<file path="config.mk">
export PLATFORM = sky130hd
export DESIGN_NAME = envelope_generator
export DESIGN_NICKNAME = d
export VERILOG_FILES = /design/src/rtl/envelope_generator.sv
export SDC_FILE = /design/constraint.sdc
export NUM_CORES = 1
export LEC_CHECK = 0
export CORE_AREA = 2 2 65 97
export CTS_BUF_LIST = sky130_fd_sc_hd__clkbuf_8
export CTS_CLUSTER_DIAMETER = 40
export DETAILED_ROUTE_END_ITERATION = 12
export DIE_AREA = 0 0 67 99
export PLACE_DENSITY = 0.68
export SETUP_SLACK_MARGIN = 0.15
export SYNTH_ARGS = -nofsm -noshare
export SYNTH_HDL_FRONTEND = slang
export SYNTH_SLANG_ARGS = --single-unit
export TNS_END_PERCENT = 5
</file>
<file path="constraint.sdc">
create_clock -name clk -period 3.1 [get_ports clk]
set_input_delay 0.775 -clock clk [delete_from_list [all_inputs] [get_ports clk]]
set_output_delay 0.775 -clock clk [all_outputs]
set_load 0.01 [all_outputs]
</file>
<file path="src/rtl/envelope_generator.sv">
// envelope_generator
// Linear ADSR envelope. A rising gate starts the attack. Falling gate starts the release.
// The amplitude moves by one step per rate period.
// The rate period for code c is (c+1) << RATE_SHIFT cycles.

module envelope_generator #(
    parameter int RATE_SHIFT = 8
) (
    input  logic       clk,
    input  logic       rst,
    input  logic       gate,
    input  logic [3:0] attack,
    input  logic [3:0] decay,
    input  logic [3:0] sustain,
    input  logic [3:0] release_code,   // release rate code
    output logic [7:0] amplitude,
    output logic [2:0] state,
    output logic       active
);

    localparam int CW = RATE_SHIFT + 4;

    // Low RATE_SHIFT bits all ones.
    // This makes (c << RATE_SHIFT) | LOW_ONES equal to P(c)-1 without any adder.
    localparam logic [CW-1:0] LOW_ONES = CW'((64'd1 << RATE_SHIFT) - 64'd1);

    typedef enum logic [2:0] {
        ST_IDLE    = 3'd0,
        ST_ATTACK  = 3'd1,
        ST_DECAY   = 3'd2,
        ST_SUSTAIN = 3'd3,
        ST_RELEASE = 3'd4
    } env_state_t;

    env_state_t    state_q, state_d;
    logic [7:0]    amp_q, amp_d;
    logic [CW-1:0] cnt_q, cnt_d;
    logic          gate_q;

    logic          rise;
    logic          expire;
    logic [3:0]    rate_code;
    logic [CW-1:0] period_m1;
    logic [7:0]    s_level;

    assign rise      = gate & ~gate_q;
    assign s_level   = {sustain, sustain};          // sustain * 17
    assign period_m1 = (CW'(rate_code) << RATE_SHIFT) | LOW_ONES;

    // Pick the rate code that governs the current state. The code is sampled live.
    always_comb begin
        // NOTE: every signal written in always_comb gets a default first.
        // Otherwise a missed branch infers a latch.
        rate_code = 4'd0;
        case (state_q)
            ST_ATTACK:  rate_code = attack;
            ST_DECAY:   rate_code = decay;
            ST_RELEASE: rate_code = release_code;
            default:    rate_code = 4'd0;
        endcase
    end

    // The >= compare also expires at once when the rate code drops below the running count.
    assign expire = (cnt_q >= period_m1);

    // Next-state and next-amplitude logic. Gate events outrank the per-state rules.
    always_comb begin
        state_d = state_q;
        amp_d   = amp_q;
        if (rise) begin
            state_d = ST_ATTACK;
        end else if (!gate && (state_q == ST_ATTACK || state_q == ST_DECAY ||
                               state_q == ST_SUSTAIN)) begin
            state_d = ST_RELEASE;
        end else begin
            case (state_q)
                ST_IDLE: begin
                    amp_d = 8'd0;
                end
                ST_ATTACK: begin
                    if (amp_q == 8'hFF) begin
                        state_d = ST_DECAY;
                    end else if (expire) begin
                        amp_d = amp_q + 8'd1;
                        if (amp_d == 8'hFF) state_d = ST_DECAY;
                    end
                end
                ST_DECAY: begin
                    if (amp_q <= s_level) begin
                        state_d = ST_SUSTAIN;
                    end else if (expire) begin
                        amp_d = amp_q - 8'd1;
                        if (amp_d <= s_level) state_d = ST_SUSTAIN;
                    end
                end
                ST_SUSTAIN: begin
                    // A lowered sustain level sends us back down.
                    // A raised level is simply ignored.
                    if (amp_q > s_level) state_d = ST_DECAY;
                end
                ST_RELEASE: begin
                    if (amp_q == 8'd0) begin
                        state_d = ST_IDLE;
                    end else if (expire) begin
                        amp_d = amp_q - 8'd1;
                        if (amp_d == 8'd0) state_d = ST_IDLE;
                    end
                end
                default: begin
                    state_d = ST_IDLE;
                    amp_d   = 8'd0;
                end
            endcase
        end
    end

    // Period counter.
    // It restarts on any state change, a retrigger or an expiry.
    // It idles at zero while no stepping is possible.
    always_comb begin
        cnt_d = cnt_q + CW'(1);
        if (rise || state_d != state_q || expire ||
            state_q == ST_IDLE || state_q == ST_SUSTAIN) begin
            cnt_d = '0;
        end
    end

    // State, amplitude, counter and gate history registers with synchronous reset.
    always_ff @(posedge clk) begin
        // NOTE: sequential state uses non-blocking assignments.
        // That way every register samples the pre-edge values.
        if (rst) begin
            state_q <= ST_IDLE;
            amp_q   <= 8'd0;
            cnt_q   <= '0;
            gate_q  <= 1'b0;
        end else begin
            state_q <= state_d;
            amp_q   <= amp_d;
            cnt_q   <= cnt_d;
            gate_q  <= gate;
        end
    end

    assign amplitude = amp_q;
    assign state     = state_q;
    assign active    = (state_q != ST_IDLE);

endmodule

</file>
Word level (Yosys, flattened, before mapping)
Cells that the tools add are included.
{"block": "classes", "n_addsub": 3, "mux": 20, "multipliers": 0, "reduce_logical": 14, "eq_ne": 11, "n_div": 0, "order_cmp": 4, "bitwise": 5, "shift": 0}
{"cell": "8-bit two-way mux", "n": 5}
{"cell": "3-bit two-way mux", "n": 12}
{"cell": "8-bit one-hot mux with 4 select lines", "n": 1}
{"cell": "8-bit equality test (second input constant)", "n": 2}
{"cell": "8-bit less-or-equal comparator", "n": 2}
{"cell": "8-bit logical NOT", "n": 2}
{"cell": "3-bit one-hot mux with 5 select lines", "n": 1}
{"cell": "12-bit by 1-bit adder with 12-bit output (second input constant)", "n": 1}
{"cell": "12-bit greater-or-equal comparator", "n": 1}
{"cell": "4-bit one-hot mux with 3 select lines", "n": 1}
{"cell": "8-bit by 1-bit adder with 8-bit output (second input constant)", "n": 1}
{"cell": "8-bit > comparator", "n": 1}
{"cell": "2-bit inequality test (second input constant)", "n": 4}
{"cell": "8-bit by 1-bit subtractor with 8-bit output (second input constant)", "n": 1}
{"cell": "7-bit AND reduction", "n": 1}
{"cell": "3-bit by 2-bit equality test with 1-bit output (second input constant)", "n": 2}
{"cell": "1-bit logical OR", "n": 6}
{"cell": "1-bit NOT", "n": 4}
{"cell": "3-bit by 1-bit equality test with 1-bit output (second input constant)", "n": 1}
{"cell": "3-bit equality test (second input constant)", "n": 1}
{"cell": "3-bit logical NOT", "n": 1}
{"cell": "3-bit inequality test", "n": 1}
{"cell": "3-bit nonzero test", "n": 1}
{"cell": "2-bit OR reduction", "n": 1}
{"cell": "3 further kinds", "n": 3}
{"block": "totals", "latchBits": 0, "word_cells": 61, "output_inout_bits": 12, "mem_bits_rw": 0, "regBits": 24, "inputBits": 19, "romBits": 0, "memories": 0}

Depth between registers and ports, before layout
{"block": "depth", "ltp_word": 14, "ltp_mapped": 14, "mapped_depth_nobuf": 12}

Worst setup path after synthesis
Ideal clock, no wire load.
{"block": "synth_timing", "path_kind": "register to register", "startpoint": "register state_q[1] (netlist: state[1])", "endpoint": "register amp_q[7] (netlist: amplitude[7])", "path_buffers": 2, "path_slack_ps": 128, "arrival_ps": 2856, "period_less_slack_ps": 2972, "stages_incl_launch_ff": 15, "setup_time_ps": 116, "t_required_ps": 2984, "cell_sequence": "dfxtp_1 -> buf_2 -> nor2b_1 -> a22oi_1 -> nor2_1 -> a21oi_1 -> ha_1 -> a21oi_1 -> nor2_1 -> or3_4 -> o211a_1 -> o311ai_4 -> buf_8 -> nor3_1 -> a31o_1"}
{"block": "synth_via", "elab_chain_len": 6, "word_cells_on_any_way": 20, "cone_classes": "1 x order compare; 8 x eq/ne; 5 x mux; 2 x bitwise; 4 x reduce/logical"}
{"item": "start, declared", "line_no": "35", "source": "env_state_t state_q, state_d;"}
{"item": "start signal, assigned", "line_no": "138", "source": "state_q <= state_d;"}
{"item": "3-bit equality test, or another cell as far along", "line_no": "55, 76"}
{"item": "4-bit one-hot mux with 3 select lines / 1-bit logical OR (equally long branches)", "line_no": "55, 72"}
{"item": "12-bit greater-or-equal comparator / 1-bit logical OR (equally long branches)", "line_no": "64, 72"}
{"item": "8-bit two-way mux / 1-bit logical AND (equally long branches)"}
{"item": "8-bit two-way mux, or another cell as far along"}
{"item": "8-bit one-hot mux with 4 select lines / 7-bit AND reduction (equally long branches)"}
{"item": "end signal, assigned", "line_no": "139", "source": "amp_q <= amp_d;"}
{"item": "end, declared", "line_no": "36", "source": "logic [7:0] amp_q, amp_d;"}
Several ways; a longest one is shown, not always the timed one. The select of a mux whose other input is x is not followed.
A chain may end at the register's enable or synchronous reset.

Final worst setup path
{"block": "layout_timing", "startpoint": "input port decay[1]", "endpoint": "register amp_q[6] (netlist: amplitude[6])"}
{"block": "layout_via", "elab_chain_len": 5, "word_cells_on_any_way": 8, "cone_classes": "1 x order compare; 1 x eq/ne; 5 x mux; 1 x reduce/logical"}
{"item": "start, declared", "line_no": "13", "source": "input logic [3:0] decay,"}
{"item": "4-bit one-hot mux with 3 select lines (*)", "line_no": "55", "source": "case (state_q)"}
{"item": "12-bit greater-or-equal comparator (*)", "line_no": "64", "source": "assign expire = (cnt_q >= period_m1);"}
{"item": "8-bit two-way mux"}
{"item": "8-bit two-way mux, on equally long branches"}
{"item": "8-bit one-hot mux with 4 select lines"}
Every way passes the cells marked *; elsewhere a longest branch is shown, timed or not. The select of a mux whose other input is x is not followed.

==> results by group <==
CTS
  – TritonCTS sink count: 24
  – Root Buffer: clkbuf_8
  – H-tree Lvls: 1
  – Longest Clk Path Bufs: 2
  – Cts bufs inserted: 3
  – CTS clock-pin slew for the worst setup and hold paths: 0.09 ns
  – CTS tree: built
  – Latest clock arrival within the worst-skew pair: 0.27 ns
  – Post-CTS Hold Buffers: 0

Placement
  – Placer Congestion: 0.869
  – Placed wire-length estimate: 4870 um
  – IO Port Bufs: 30

Logic synthesis
  – Synth Area in Compound Gates: 22.6%
  – Post-Synthesis Cell Area: 2190 um^2
  – Netlist cell types: 55
  – Post-synth EDFFs: 0
  – Largest family of logic cells by synthesized area: simple AND/OR/NAND/NOR gates
  – Synth Instances: 276
  – Share of the synthesized area in the top cell type: 21.9%
  – Synth Area per Inst: 7.94 um^2
  – Main synth FF type: dfxtp_1
  – Net Count, Synth: 320
  – Synth area leader: dfxtp_1
  – Commonest cells post-synth: 34 x nor2_1, 25 x ha_1, 24 x dfxtp_1
  – Post-Synth Simple-Gate Area: 26.0%
  – Yosys warns: 0
  – Synth Area in XOR/XNOR: 9.02%
  – Top-count cell post-synth: nor2_1
  – Mux share of post-synthesis cell area: 0%
  – Async S/R FF share, synth: 0%
  – Sequential area share after synthesis: 21.9%
  – Area contributors post-synth: dfxtp_1 22%, ha_1 14%, nor2_1 5.8%
  – Seq cells post-synth: 24
  – Post-Synth Adder-Cell Area: 14.7%

Global route
  – GRT Total Usage: 19.5%
  – Vias in the first global route: 2139
  – Initial antenna violation count: 0
  – Largest net degree at the start of global routing: 15
  – Grt total ovfl: 0
  – GRT met3 Usage: 1.60%
  – Most Used Layer, Global Route: met2
  – First-pass GRT wire length: 10000 um
  – Routing usage on met1: 21.3%
  – Met2 Usage GRT: 36.9%

Setup path
  – Max FO, Critical Path: 5
  – Worst setup SP type: primary input
  – R2R setup slack: 0.23 ns
  – R2r worst-path depth: 15
  – Worst R2R End: amplitude[6]$_SDFFE_PP0P_
  – Critical Path Most Common Cell: a211oi_2
  – CP max stage cell: or3_4
  – Crit path required time: 3.29 ns
  – R2R Path Start: state[2]$_SDFF_PP0_
  – Crit path kind: primary input to flip-flop
  – Worst setup EP type: flip-flop
  – Crit path largest cell delay: 0.37 ns
  – Crit-path cells: clkdlybuf4s15_1, a22oi_2, nor2_1, a21oi_2, ha_1, nand2_1, nor4_2, or3_4, o211a_1, o311ai_4, buf_4, buf_6, a211oi_2, a211oi_2
  – CP arrival: 3.08 ns

Floorplanning
  – Core Box Area: 5790 um^2
  – Die height: 99 um
  – Site row count: 34
  – DIE WIDTH: 67 um
  – Die area: 6630 um^2
  – Initial Utilization: 37.9%
  – I/O pin count: 31

Min path
  – WHS Path Cells: 1
  – Hold Crit Class: flip-flop to flip-flop
  – Hold endpoint: cnt_q[0]$_SDFF_PP0_
  – Min-Delay Startpoint: cnt_q[0]$_SDFF_PP0_

Routing
  – DRT iter0 DRCs: 83
  – TritonRoute pass-1 iters: 4
  – Vias post-DR: 2217
  – Final WL: 6460 um
  – Post-route DRC violation count: 0
  – DR vias/cell: 5.54
  – Wire length per cell: 16.2 um
  – Antenna viol nets, final: 0

Timing
  – Clock skew: 0.00405 ns
  – Setup violations, final: 0
  – Post-layout min period: 2.89 ns
  – Slew headroom: 49.3%
  – Fin crit share: 93.3%
  – Unrepaired setup endpoints after global routing: true
  – Final Max Slew Viols: 0
  – Hold Vio Cnt, Final: 0
  – Setup_tns: 0 ns
  – Max Fclk: 346 MHz
  – Hold WS: 0.449 ns
  – Slew at the pin closest to its max-slew limit: 0.753 ns

Power and ir drop
  – Worst vdd ir: 180 uV
  – Leak pwr: 0.00117 uW
  – PwrDens: 298 nW/um^2

Finish
  – Layout area overhead: 35.9%
  – Nets: 373
  – Share of cells above drive strength 1: 25.0%
  – Ant diodes: 0
  – Fillers: 577

Outcome
  – Outcome: finished, final reports clean

Run
  – MaxCap Viol Count: 0
## per-layer routing
layer	part of all wire (%)	vias to the layer above
li1	-	1096
met5	0	-
met4	2.5	0
met1	40	1060
met2	55	48
met3	2.6	13
## worst max path at each step
stage,start,to,slack [ns],cells past startpoint
final,decay[1],amplitude[6]$_SDFFE_PP0P_,0.21,14
after global routing,decay[1],amplitude[6]$_SDFFE_PP0P_,0.12,14
after CTS,sustain[0],amplitude[4]$_SDFFE_PP0P_,0.15,11
after detailed placement,release_code[3],amplitude[6]$_SDFFE_PP0P_,-0.29,13
after global placement,release_code[3],amplitude[6]$_SDFFE_PP0P_,-0.25,13
after floorplan,state[1]$_SDFF_PP0_,amplitude[7]$_SDFFE_PP0P_,0.22,14
## placed cells by master (no fill, tap or decap), drive strengths merged, types with 2 or more instances in the layout
cell and count:
nor2 35, buf 35, ha 25, dfxtp 24
nand2 20, a21oi 20, clkdlybuf4s50 17, inv 14
nand3 13, o21ai 13, xor2 10, xnor2 10
nor3 7, a22oi 6, or3 6, clkdlybuf4s15 5
dlygate4sd2 5, nor2b 5, nand2b 4, and3 4
a211oi 4, clkbuf 4, nand4 4, a21o 3
nor4 3, a31oi 3, nor3b 2, a22o 2
a211o 2, o211ai 2, o311ai 2
## timing repair
item,in CTS,in global routing
setup buffers,3,6
pin swaps,24,22
endpoints found under the setup margin,8,8
gates resized for setup,35,25
## registers in the layout, indices dropped and copies added (netlist names)
name	count
state	3
gate_q	1
cnt_q	12
amplitude	8
## critical path: cells and delay by family
kind                       cells  cell delay (ns)
adders and majority gates      1             0.26
buffers and inverters          3             0.47
and+or+nand+nor                4             0.59
AOI/OAI and AO/OA              6             0.98
## area by class of cell
| class | instances | area (um^2) | area share, % |
|---|---|---|---|
| Sequential cell | 24 | 485 | 16.3 |
| Clock buffer | 4 | 55.1 | 1.85 |
| Tap cell | 72 | 90.1 | 3.03 |
| Inverter | 14 | 52.6 | 1.76 |
| Multi-Input combinational cell | 223 | 1750 | 58.6 |
| Timing Repair Buffer | 63 | 549 | 18.4 |
## kinds of logic (layout without fill, tap and decap cells)
| group | Yosys count | in the layout |
|---|---|---|
| buffers and inverters | 29 | 81 |
| AND/OR/NAND/NOR | 107 | 107 |
| XOR/XNOR | 21 | 21 |
| flip-flops | 24 | 24 |
| adder cells (fa/ha/maj) | 26 | 26 |
| AO/OA/AOI/OAI | 69 | 69 |
## stage by stage
stage	setup slack, ns	total power, uW	area [um^2]	utilization, %	instances
2_1_floorplan	0.225	527	2190	-	276
3_3_place_gp	-0.253	631	2690	46.5	387
3_5_place_dp	-0.295	639	2690	46.5	387
4_1_cts	0.149	863	2800	48.4	394
5_1_grt	0.123	939	2980	51.5	400
6_report	0.207	889	2980	51.5	400
## power by group
group	total [uW]	internal (uW)	switching, uW
clock	221	114	108
sequential	326	315	11.1
combinational	342	169	173
Power figures use the tool's default switching activity.
